`config.mk`:
```
export PLATFORM = sky130hd
export DESIGN_NAME = adder_chunked_nbit
export DESIGN_NICKNAME = d
export VERILOG_FILES = /design/src/rtl/adder_chunked_nbit.sv
export SDC_FILE = /design/constraint.sdc
export NUM_CORES = 1
export LEC_CHECK = 0
export BUFFER_PORTS_ARGS = -buffer_cell sky130_fd_sc_hd__buf_2
export CORE_MARGIN = 5
export CORE_UTILIZATION = 45
export CTS_CLUSTER_DIAMETER = 60
export DETAILED_ROUTE_END_ITERATION = 16
export GPL_ROUTABILITY_DRIVEN = 0
export PLACE_DENSITY = 0.72
export SETUP_SLACK_MARGIN = 0.1
export SYNTH_ARGS = -nofsm -noshare
export SYNTH_HDL_FRONTEND = slang
export SYNTH_SLANG_ARGS = --single-unit
```
`constraint.sdc`:
```
create_clock -name clk -period 2.9 [get_ports clk]
set_clock_uncertainty 0.05 [all_clocks]
set_input_delay 0.145 -clock clk [delete_from_list [all_inputs] [get_ports clk]]
set_output_delay 0.145 -clock clk [all_outputs]
set_load 0.01 [all_outputs]
```
`src/rtl/adder_chunked_nbit.sv`:
```
// adder_chunked_nbit: multi-cycle unsigned adder, CHUNK_BITS per clock, LSB first.
// Ports: clk, rst (async high), start, a, b, carry_in -> busy, done, sum, overflow.
// Build option: define ADDER_SIGNED_OVERFLOW_EN to make overflow report
// two's-complement signed overflow instead of the unsigned carry-out.
module adder_chunked_nbit #(
    parameter int NUM_BITS   = 16,
    parameter int CHUNK_BITS = 4
) (
    input  logic                clk,
    input  logic                rst,
    input  logic                start,
    input  logic [NUM_BITS-1:0] a,
    input  logic [NUM_BITS-1:0] b,
    input  logic                carry_in,
    output logic                busy,
    output logic                done,
    output logic [NUM_BITS-1:0] sum,
    output logic                overflow
);

    localparam int NUM_CHUNKS = NUM_BITS / CHUNK_BITS;
    localparam int IDX_W      = (NUM_CHUNKS > 1) ? $clog2(NUM_CHUNKS) : 1;
    localparam logic [IDX_W-1:0] LAST_IDX = IDX_W'(NUM_CHUNKS - 1);

    typedef enum logic [1:0] {
        S_IDLE,
        S_ADD,
        S_DONE
    } state_t;

    state_t              state_q, state_d;
    logic [NUM_BITS-1:0] a_q, a_d;
    logic [NUM_BITS-1:0] b_q, b_d;
    logic                carry_q, carry_d;
    logic [IDX_W-1:0]    idx_q, idx_d;
    logic [NUM_BITS-1:0] sum_q, sum_d;
    logic                overflow_q, overflow_d;
    logic                busy_q, busy_d;
    logic                done_q, done_d;

    logic [CHUNK_BITS-1:0] a_chunk;
    logic [CHUNK_BITS-1:0] b_chunk;
    logic [CHUNK_BITS:0]   chunk_sum;
    logic                  last_chunk;
    logic                  final_ovf;
    int                    base;

    // Slice the current chunk out of the latched operands.
    always_comb begin
        base       = int'(idx_q) * CHUNK_BITS;
        a_chunk    = a_q[base +: CHUNK_BITS];
        b_chunk    = b_q[base +: CHUNK_BITS];
        chunk_sum  = {1'b0, a_chunk} + {1'b0, b_chunk}
                   + {{CHUNK_BITS{1'b0}}, carry_q};
        last_chunk = (idx_q == LAST_IDX);
    end

`ifdef ADDER_SIGNED_OVERFLOW_EN
    // On the last chunk, chunk_sum[CHUNK_BITS-1] is the final sum MSB.
    always_comb begin
        final_ovf = (a_q[NUM_BITS-1] == b_q[NUM_BITS-1])
                 && (chunk_sum[CHUNK_BITS-1] != a_q[NUM_BITS-1]);
    end
`else
    always_comb begin
        final_ovf = chunk_sum[CHUNK_BITS];
    end
`endif

    always_comb begin
        state_d    = state_q;
        a_d        = a_q;
        b_d        = b_q;
        carry_d    = carry_q;
        idx_d      = idx_q;
        sum_d      = sum_q;
        overflow_d = overflow_q;
        busy_d     = busy_q;
        done_d     = 1'b0;

        unique case (state_q)
            S_IDLE, S_DONE: begin
                if (start) begin
                    a_d     = a;
                    b_d     = b;
                    carry_d = carry_in;
                    idx_d   = '0;
                    state_d = S_ADD;
                    busy_d  = 1'b1;
                end else begin
                    state_d = S_IDLE;
                    busy_d  = 1'b0;
                end
            end
            S_ADD: begin
                sum_d[base +: CHUNK_BITS] = chunk_sum[CHUNK_BITS-1:0];
                carry_d = chunk_sum[CHUNK_BITS];
                if (last_chunk) begin
                    overflow_d = final_ovf;
                    idx_d      = '0;
                    state_d    = S_DONE;
                    busy_d     = 1'b0;
                    done_d     = 1'b1;
                end else begin
                    idx_d = idx_q + IDX_W'(1);
                end
            end
            default: begin
                state_d = S_IDLE;
                busy_d  = 1'b0;
            end
        endcase
    end

    always_ff @(posedge clk or posedge rst) begin
        if (rst) begin
            state_q    <= S_IDLE;
            a_q        <= '0;
            b_q        <= '0;
            carry_q    <= 1'b0;
            idx_q      <= '0;
            sum_q      <= '0;
            overflow_q <= 1'b0;
            busy_q     <= 1'b0;
            done_q     <= 1'b0;
        end else begin
            state_q    <= state_d;
            a_q        <= a_d;
            b_q        <= b_d;
            carry_q    <= carry_d;
            idx_q      <= idx_d;
            sum_q      <= sum_d;
            overflow_q <= overflow_d;
            busy_q     <= busy_d;
            done_q     <= done_d;
        end
    end

    assign busy     = busy_q;
    assign done     = done_q;
    assign sum      = sum_q;
    assign overflow = overflow_q;

endmodule

```
# After elaboration in Yosys (flattened, before gate mapping)
# Cells that the tools add are included.
# Widths: inputs -> output; s select.
op_classes:
  eq_ne: 5
  mux: 14
  n_shift: 4
  add_sub_neg: 4
  reduce_logical: 6
ops:
  columns: ["operator", "n"]
  rows:
  - ["$neg 4->33", 1]
  - ["$shift 4x33->16 const A", 1]
  - ["$shiftx 4x33->16", 1]
  - ["$shiftx 16x5->4", 2]
  - ["$bwmux 16", 1]
  - ["$pmux 2 s2", 2]
  - ["$mux 1", 6]
  - ["$mux 2", 3]
  - ["$reduce_and 2->1", 3]
  - ["$add 4x4->5", 1]
  - ["$add 5x1->5", 1]
  - ["$eq 2x2->1 const B", 2]
  - ["$ne 2x2->1 const B", 2]
  - ["$pmux 1 s2", 2]
  - ["$add 2x1->2 const B", 1]
  - ["$eq 2x1->1 const B", 1]
  - ["$logic_not 2->1", 1]
  - ["$reduce_bool 2->1", 1]
  - ["$reduce_or 2->1", 1]
totals:
  regBits: 56
  out_inout_bits: 19
  in_bits: 36

# Depth between registers and ports, before layout
depth:
  depth_word: 5
  depth_mapped: 7

# Least setup slack after synthesis
# OpenSTA, ideal clock, no wires.
synth_timing:
  kind: "flip-flop to flip-flop"
  from: "register idx_q[1]"
  to: "register carry_q"
  arrival_time_ps: 2321
  setup_time_ps: 133
  n_path_buf: 1
  synth_period_minus_slack_ps: 2503
  stages_incl_launch_ff: 8
  setup_slack_ps: 397
  path_cell_list: "dfrtp_1 > clkbuf_1 > mux4_2 > fa_1 > fa_1 > a21o_1 > a21oi_1 > o211ai_1"
synth_between:
  elab_chain_cells: 4
  word_cells_on_any_way: 5
  cone_classes: "add/sub: 2; shift: 2; mux: 1"
synth_lines:
  columns: ["element", "line_no", "text"]
  rows:
  - ["from (decl)", "35", "logic [IDX_W-1:0] idx_q, idx_d;"]
  - ["from (signal assigned)", "131", "idx_q <= idx_d;"]
  - ["$shiftx 16x5->4 (on tied branches)", "51, 52", null]
  - ["$add 4x4->5 *", "53", "chunk_sum = {1'b0, a_chunk} + {1'b0, b_chunk}"]
  - ["$add 5x1->5 *", "54", "+ {{CHUNK_BITS{1'b0}}, carry_q};"]
  - ["$pmux 1 s2 *", "81", "unique case (state_q)"]
  - ["to (signal assigned)", "130", "carry_q <= carry_d;"]
  - ["to (decl)", "34", "logic carry_q, carry_d;"]
# Every way passes the cells marked *; elsewhere a longest branch is shown, timed or not.
# A chain may end at the register's enable or synchronous reset.

# Worst setup path after layout
layout_timing:
  from: "register idx_q[1]"
  to: "register sum_q[10] (netlist: sum[10])"
layout_between:
  elab_chain_cells: 5
  word_cells_on_any_way: 8
  cone_classes: "add/sub: 3; shift: 4; mux: 1"
layout_lines:
  columns: ["element", "line_no", "text"]
  rows:
  - ["$shiftx 16x5->4 (on tied branches)", "51, 52", null]
  - ["$add 4x4->5", "53", null]
  - ["$add 5x1->5", "54", null]
  - ["$shiftx 4x33->16", "96", "sum_d[base +: CHUNK_BITS] = chunk_sum[CHUNK_BITS-1:0];"]
  - ["$bwmux 16 *", "96", null]
  - ["to (signal assigned)", "132", "sum_q <= sum_d;"]
  - ["to (decl)", "36", "logic [NUM_BITS-1:0] sum_q, sum_d;"]
# Marked as above.

==> out/results.ini <==
[global_routing]
antenna_found_initial = 0
grt_pass1_vias = 2139
overflow = 0
grt_max_degree = 37
grt_pass1_wl_microns = 10100
grt_usage = 0.174

[hold_path]
hold_start = b[12]
hold_end = b_q[12]
holdPathStages = 3
hold_class = input port to flip-flop

[final_layout]
fillCellCount = 479
area_growth_pct = 29.1
seq_area_sq_mm = 0.00140
final_layout_size_suffix_gt1_frac = 0.240
nets = 384
diodes = 0
multi_input_area_sq_mm = 0.00112

[synth]
synth.most_common_cell = nand2_1
synth-compound-area-share = 0.0783
yosysWarnings = 0
syn_area_sq_mm = 0.00259
synth_seq_cells = 56
synth_area_leaders = dfrtp_1 54%, nand2_1 15%, mux4_2 7.0%
avgSynthCellArea_sq_um = 10.4
synth_top_family_by_area = simple AND/OR/NAND/NOR gates
syn-instance-count = 249
synthDistinctLibCells = 34
synth_mux_area_frac = 0.0696
synth_top_area_cell = dfrtp_1
async_flop_share = 1.00
synth_xor_area_frac = 0.00338
ys_seq_area_frac = 0.541
synth.top_cell.area_share = 0.541
synthTopCellsByCount = 106 x nand2_1, 56 x dfrtp_1, 9 x ha_1, 9 x o31ai_1
synth_fa_ha_area_frac = 0.0590
synth_ff_type = dfrtp_1
syn_nets = 296
synth-simple-area-share = 0.224
synth_edf_count = 0

[cts]
cts_max_level = 2
cts_setup_buffers = 0
root_buffer = clkbuf_8
clock_sinks = 56
insertion_delay_ps = 310
clockBufferDepth = 2
cts_tree = built
path_clk_slew_ps = 90
cts_made_buffers = 5

[sta]
setup_tns_ps = 0
grt_setup_unrepaired = no
setup_violations = 0
period_minus_slack_ps = 2510
slew_headroom = 0.662
drv_slew = 0
tightest_slew_ps = 507
timing.fmax_ghz = 0.399
period_share = 0.864
final-hold-violation-count = 0

[pwr]
p_sw_w = 0.00140
ir_worst_vdd_v = 0.000516
p_clk_frac = 0.117
p_seq_frac = 0.382
comb_power_share = 0.501
power.density_mw_per_mm2 = 1030
total_power_w = 0.00343
p_leak_nw = 1.73
switching_share = 0.408
intPower_w = 0.00203

[outcome]
status = finished, final reports clean

[worst_setup_path]
worstPathMaxFanout = 9
r2r-end = sum[10]
r2r_cells = 5
timing.reg2reg.setup_slack_ps = 390
cp_data_required_time_ps = 3040
cpMaxStageDelayCell = dfrtp_1
end_kind = flip-flop
cp-start-kind = flip-flop
slowest_delay_ps = 600
rr_startpoint = idx_q[1]
crit_top_cell = fa_1
cp.arrival_ps = 2640
path_class = flip-flop to flip-flop
path_cells = mux4_2 > fa_1 > fa_1 > xnor2_1 > o31ai_1

[detailed_routing]
finalWirelength_microns = 5930
drc = 0
vias = 2065
initialDrtViolationCount = 191
first_pass_iters = 4
ant_nets = 0
wl_per_cell_microns = 14.5
vias_per_cell = 5.05

[floorplanning]
start_util = 0.467
ioPinCount = 55
core_area_sq_mm = 0.00554
dieArea_sq_mm = 0.00737
fp-row-count = 27
chipWidth_microns = 85.8
chipHeight_microns = 85.8

[run]
maxCapViolCount = 0

[placed_design]
port_buffers = 54
post-dp-hpwl_microns = 4080

## cell usage in the layout (no fill, tap or decap)
cell,count
nand2_1,106
dfrtp_1,56
buf_2,54
dlygate4sd3_1,31
o31ai_1,9
ha_1,9
a22o_1,8
mux4_2,8
buf_4,7
clkbuf_8,5
a21oi_1,4
nand3b_1,4
inv_1,3
nand3_1,3
nor2_1,3
nand2b_1,2
and2_1,2
or2_0,2
fa_1,2
and2b_1,1
nor2b_1,1
nand3b_4,1
nor4b_1,1
inv_2,1
or4b_4,1
xnor2_1,1
o21ai_1,1
a21boi_0,1
and3b_1,1
o31ai_2,1
or2_2,1
or3b_1,1
or3b_2,1
o21ai_0,1
a21o_1,1
o211ai_1,1
clkinv_2,1
clkbuf_1,1
## repair_timing
item | CTS | global route
setup endpoints to repair | 0 | 0
endpoints found under the hold margin | 49 | 1
hold buffers | 30 | 1
gates resized for setup | 0 | 0
## flip-flops by register name (all words and copies together) (netlist names)
| register | cells |
|---|---|
| a_q | 16 |
| idx_q | 2 |
| state_q | 2 |
| busy | 1 |
| b_q | 16 |
| sum | 16 |
| overflow | 1 |
| done | 1 |
| carry_q | 1 |
## layer usage
metal,GRT usage,vias up,routed length (microns),part of all wire
met5,0,-,0,0
met4,0.0576,0,104,0.018
met3,0.0346,8,287,0.048
met2,0.282,53,2860,0.48
met1,0.235,1004,2670,0.45
li1,-,1000,-,-
## area by class of cell
cell class / instances / area share
Sequential cell: 56 / 0.419
Multi-Input combinational cell: 178 / 0.337
Timing Repair Buffer: 92 / 0.189
Tap cell: 72 / 0.0270
Clock buffer: 6 / 0.0217
Inverter: 4 / 0.00449
Clock inverter: 1 / 0.00150
## critical path, delay by kind of cell (launching register included)
kind,cells,cell delay [ps]
compound gates,1,140
xor+xnor,1,330
fa+ha+maj,2,870
flops,1,600
mux,1,390
## kinds of logic after synthesis
logic type / after synthesis
fa+ha+maj: 11
flops: 56
buf+inv: 15
simple gates: 131
xor+xnor: 1
compound gates: 27
mux: 8
## per-stage QoR
step | instance area [sq um] | utilization | std cells | hold slack [ps] | setup WS [ps]
floorplan | 2590 | - | 249 | 200 | 397
global placement | 2950 | 0.533 | 371 | 113 | 463
detailed placement | 2950 | 0.533 | 371 | 126 | 393
CTS | 3330 | 0.601 | 408 | 0.531 | 384
global route | 3340 | 0.603 | 409 | 21.2 | 225
finish | 3340 | 0.603 | 409 | 16.8 | 393
## how the worst max path moves through the flow
stage | from | to | slack (ps) | depth (start not counted)
2_1_floorplan | idx_q[1] | carry_q | 400 | 7
3_3_place_gp | idx_q[1] | carry_q | 460 | 6
3_5_place_dp | idx_q[0] | sum[10] | 390 | 5
4_1_cts | idx_q[0] | sum[10] | 380 | 5
5_1_grt | idx_q[1] | sum[10] | 220 | 5
6_report | idx_q[1] | sum[10] | 390 | 5
## power by group through the flow
stage / combinational, W / clock, W / sequential [W]
after floorplan: 0.00123 / 0 / 0.00128
after global placement: 0.00164 / 0 / 0.00131
after detailed placement: 0.00170 / 0 / 0.00133
after CTS: 0.00173 / 0.000417 / 0.00131
after global routing: 0.00193 / 0.000444 / 0.00136
final: 0.00172 / 0.000402 / 0.00131
Power figures use the tool's default switching activity.
